[src/rtl/instr_fetch_unit.sv]
// instr_fetch_unit: multi-cycle MIPS fetch stage owning PC, IR and the imem req/ready handshake.
// Define BRANCH_DELAY_SLOT_EN to delay taken branches by one instruction (delay slot).
module instr_fetch_unit #(
  parameter logic [31:0] RESET_PC = 32'h0000_0000
) (
  input  logic        clk,
  input  logic        rst_n,
  output logic        imem_req,
  output logic [31:0] imem_addr,
  input  logic        imem_ready,
  input  logic [31:0] imem_rdata,
  input  logic        stall,
  input  logic        branch,
  input  logic        zero,
  output logic        instr_valid,
  output logic [5:0]  op,
  output logic [5:0]  func,
  output logic [4:0]  rs,
  output logic [4:0]  rt,
  output logic [4:0]  rd,
  output logic [15:0] imm,
  output logic [31:0] pc,
  output logic [31:0] pc_plus4
);
  typedef enum logic [1:0] {IDLE, FETCH, EXEC} state_t;
  state_t state_q, state_d;
  logic [31:0] pc_q, pc_d, ir_q, ir_d, br_target, next_pc;
  logic advance;
`ifdef BRANCH_DELAY_SLOT_EN
  logic pend_q, pend_d;
  logic [31:0] tgt_q, tgt_d;
`endif
  always_ff @(posedge clk) begin
    if (!rst_n) state_q <= IDLE;
    else state_q <= state_d;
  end
  always_comb begin
    state_d = state_q;
    case (state_q)
      IDLE:    state_d = FETCH;
      FETCH:   state_d = imem_ready ? EXEC : FETCH;
      EXEC:    state_d = stall ? EXEC : FETCH;
      default: state_d = IDLE;
    endcase
  end
  always_comb begin
    imem_req = state_q == FETCH;
    instr_valid = state_q == EXEC;
  end
  assign advance = (state_q == EXEC) & ~stall;
  assign pc_plus4 = pc_q + 32'd4;
  assign br_target = pc_plus4 + {{14{ir_q[15]}}, ir_q[15:0], 2'b00};
  always_comb begin
    ir_d = (state_q == FETCH && imem_ready) ? imem_rdata : ir_q;
`ifdef BRANCH_DELAY_SLOT_EN
    pend_d = pend_q;
    tgt_d = tgt_q;
    next_pc = pc_plus4;
    if (advance) begin
      if (pend_q) begin
        next_pc = tgt_q;
        pend_d = 1'b0;
      end else if (branch && zero) begin
        pend_d = 1'b1;
        tgt_d = br_target;
      end
    end
`else
    next_pc = (branch && zero) ? br_target : pc_plus4;
`endif
    pc_d = advance ? {next_pc[31:2], 2'b00} : pc_q;
  end
  always_ff @(posedge clk) begin
    if (!rst_n) begin
      pc_q <= {RESET_PC[31:2], 2'b00};
      ir_q <= 32'd0;
    end else begin
      pc_q <= pc_d;
      ir_q <= ir_d;
    end
  end
`ifdef BRANCH_DELAY_SLOT_EN
  always_ff @(posedge clk) begin
    if (!rst_n) begin
      pend_q <= 1'b0;
      tgt_q <= 32'd0;
    end else begin
      pend_q <= pend_d;
      tgt_q <= tgt_d;
    end
  end
`endif
  assign imem_addr = pc_q;
  assign pc = pc_q;
  assign op = ir_q[31:26];
  assign rs = ir_q[25:21];
  assign rt = ir_q[20:16];
  assign rd = ir_q[15:11];
  assign imm = ir_q[15:0];
  assign func = ir_q[5:0];
endmodule

[config.mk]
export PLATFORM = sky130hd
export DESIGN_NAME = instr_fetch_unit
export DESIGN_NICKNAME = d
export VERILOG_FILES = /design/src/rtl/instr_fetch_unit.sv
export SDC_FILE = /design/constraint.sdc
export NUM_CORES = 1
export LEC_CHECK = 0
export ABC_AREA = 1
export ABC_CLOCK_PERIOD_IN_PS = 3780
export CAP_MARGIN = 5
export CELL_PAD_IN_SITES_DETAIL_PLACEMENT = 0
export CELL_PAD_IN_SITES_GLOBAL_PLACEMENT = 1
export CORE_UTILIZATION = 34
export CTS_CLUSTER_DIAMETER = 60
export DETAILED_ROUTE_END_ITERATION = 7
export MAX_ROUTING_LAYER = met4
export PLACE_DENSITY_LB_ADDON = 0.1
export REMOVE_ABC_BUFFERS = 1
export SYNTH_ARGS = -nofsm -noshare
export SYNTH_HDL_FRONTEND = slang
export SYNTH_SLANG_ARGS = --single-unit
[constraint.sdc]
create_clock -name clk -period 3.78 [get_ports clk]
set_clock_uncertainty 0.05 [all_clocks]
set_input_delay 0.378 -clock clk [delete_from_list [all_inputs] [get_ports clk]]
set_output_delay 0.378 -clock clk [all_outputs]
set_load 0.05 [all_outputs]
==> results_dict.tcl <==
set metrics [dict create \
    worstPathMaxFanout 6 \
    num_vias 6256 \
    wl_met1_microns 9543 \
    drive_gt1_frac 0.06363 \
    max_freq_mhz 283.0 \
    fp.coreArea_sq_um 16000 \
    outcome "complete, no violations" \
    track_usage 0.2579 \
    row_count 46 \
    grt_max_degree 46 \
    path_class "reg -> reg" \
    layout.cells.non_filler 1269 \
    dp_hpwl_microns 16260 \
    pwr_density_cell_nw_per_um2 293.2 \
    ys_seq_area_frac 0.2283 \
    clkPwrFrac 0.384 \
    power.leakage_nw 3.405 \
    worstSkewPairLatency_ps 340 \
    crit_chain "ha_1 -> nand2_1 -> inv_1 -> nand3_2 -> nor2_1 -> xor2_1 -> ha_1 -> nand2_1 -> nand2_1 -> nand2_1 -> nand2_1 -> a21oi_1 -> nand2_1 -> or2_2 -> nand3_1 -> a31oi_1" \
    cp_num_buf_inv 1 \
    drt_iter0_markers 419 \
    dpl.cell_count 1255 \
    maxCapViolCount 0 \
    grt_pass1_wl_microns 31640 \
    numCtsBuffers 9 \
    min_path_type "reg -> reg" \
    clock_sinks 64 \
    die_h_microns 130.5 \
    synth-seq-cells 64 \
    crit_path_top_delay_cell "dfxtp_1" \
    wl_per_cell_microns 16.58 \
    synthTopCellsByArea "dfxtp_1 23%, nand2_1 15%, nor2_1 9.2%" \
    post-route-period-util 0.9349 \
    cts_tree "built" \
    setup_viol 0 \
    via_per_inst 4.930 \
    grt-ovfl-total 0 \
    combinationalPowerShare 0.278 \
    end_kind "register" \
    place_congestion 0.9722 \
    synth-edff-count 0 \
    cts_root_buf "clkbuf_16" \
    h-tree-depth 3 \
    path_clk_slew_ps 60 \
    worst_setup_path_start_kind "register" \
    fin_util 0.4747 \
    post_cts_buffers 0 \
    final_nets 1125 \
    yosysWarnings 0 \
    syn_to_final_growth_pct 35.34 \
    synth_area_sq_um 5612 \
    p_int_mw 1.440 \
    slowest_delay_ps 430 \
    tightestPinTransition_ps 779.1 \
    ant_nets 0 \
    slew_violations 0 \
    diodes 0 \
    antenna_found_initial 0 \
    met3_length_microns 1408 \
    worstPathArrival_ps 3690 \
    cts.path.max_buffers 2 \
    switchingPower_mw 0.7869 \
    syn_area_per_cell_sq_um 6.133 \
    synth_ff_type "dfxtp_1" \
    drt_wl_total_microns 21040 \
    rsz0062_at_grt "false" \
    grt_pass1_vias 5770 \
    async_flop_share 0 \
    topRoutingLayerUsed "met4" \
    yosysTopAreaCell "dfxtp_1" \
    fin_setup_tns_ps 0 \
    firstDrtPassIters 5 \
    die-width_microns 130.5 \
    wl_met2_microns 9717 \
    cp_top_family "simple AND/OR/NAND/NOR gates" \
    switching_share 0.3534 \
    synth.top_cell.area_share 0.2283 \
    vdd_drop_max_uv 195.3 \
    drc 0 \
    netlist-cell-type-count 40 \
    synthCells 915 \
    io_buffers 172 \
    p_seq_frac 0.338 \
    postCtsHoldBufs 0 \
    ctsResizeCount 0 \
    critPathMostFrequentCell "nand2_1" \
    hold_viol_final 0 \
    initial_core_util 0.3507 \
    slew_headroom 0.4799 \
    required_ps 3930 \
    ioPinCount 179 \
    period_needed_ps 3534 \
    die_area_sq_um 17020 \
]
layer usage:
metal | vias to the layer above | track usage
met1 | 2865 | 0.3298
li1 | 3175 | -
met5 | - | -
met3 | 19 | 0.05212
met2 | 197 | 0.4118
met4 | 0 | 0.07167
final timing paths:
kind	from	end	slack, ps	cells past startpoint
worst max-delay path	imem_addr[3]	imem_addr[15]	250	16
worst min-delay path	ir_q[27]	ir_q[27]	460	2
worst max register to register	imem_addr[3]	imem_addr[15]	250	16
worst min register to register	ir_q[27]	ir_q[27]	460	2
worst register-to-register path, cell delays in order (launching register included):
cell	delay [ps]
dfxtp_1	430
ha_1	210
nand2_1	90
inv_1	100
nand3_2	150
nor2_1	320
xor2_1	370
ha_1	360
nand2_1	90
nand2_1	70
nand2_1	60
nand2_1	120
a21oi_1	290
nand2_1	210
or2_2	310
nand3_1	80
a31oi_1	80
synth_stat cells, types with 6 or more instances:
cell      instances
nand2_1         227
inv_1            90
clkbuf_1         20
ha_1             36
a21o_1            6
xnor2_1           7
nand3_1          39
xor2_1           14
nand3b_1          6
nand2_2           6
a21oi_1          61
nor2_1          138
a31oi_1          10
dfxtp_1          64
or2_2             7
nor2_2            8
o21bai_1          6
o21ai_0          75
buf_4            47
nand4_1          11
sequential cells by signal, summed over array words and instances, names as in the netlist:
name / flops
state_q: 2
ir_q: 32
imem_addr: 30
layout make-up:
cell class	count	area (sq um)
fill	1747	8406
multi-input combinational	693	3567
timing repair buffer	188	1837
sequential	64	1281
inverter	94	352.8
tap	216	270.3
clock buffer	11	242.7
clock inverter	3	43.79
cells in the final DEF, fill, tap and decap left out, drive strengths merged, types with 8 or more instances in the layout:
cell / instances
a21oi: 64
nor3: 9
nand3: 42
buf: 17
nand4: 11
clkbuf: 11
a31oi: 10
xnor2: 8
inv: 91
nor2: 147
or2: 8
dfxtp: 64
o21ai: 77
ha: 36
xor2: 14
clkdlybuf4s50: 171
nand2: 234
metrics by stage:
stage / hold WS (ps) / area [sq um] / setup slack (ps) / power [mW]
2_1_floorplan: 460.2 / 5192 / -609.5 / 1.142
3_3_place_gp: 446.5 / 7308 / 295.1 / 1.387
3_5_place_dp: 447.7 / 7308 / 305.6 / 1.385
5_1_grt: 489.5 / 7595 / 54.01 / 2.317
4_1_cts: 465.6 / 7595 / 284.3 / 2.251
6_report: 463.5 / 7595 / 245.9 / 2.227
power groups by stage:
| stage | Sequential (mW) | Clock, mW | Combinational, mW |
|---|---|---|---|
| after detailed placement | 0.767 | 0 | 0.618 |
| after floorplan | 0.935 | 0 | 0.207 |
| after CTS | 0.753 | 0.877 | 0.621 |
| after global routing | 0.759 | 0.898 | 0.660 |
| after global placement | 0.768 | 0 | 0.619 |
| final | 0.753 | 0.854 | 0.620 |
cells by family after synthesis:
kind of cell,Yosys count,share of synthesized area
and+or+nand+nor,462,0.3512
AOI/OAI and AO/OA,166,0.1594
buffers and inverters,163,0.1409
DFF,64,0.2283
adders and majority gates,37,0.08383
xor gates and xnor gates,22,0.03568
other,1,0.0006683
Power figures use the tool's default switching activity.
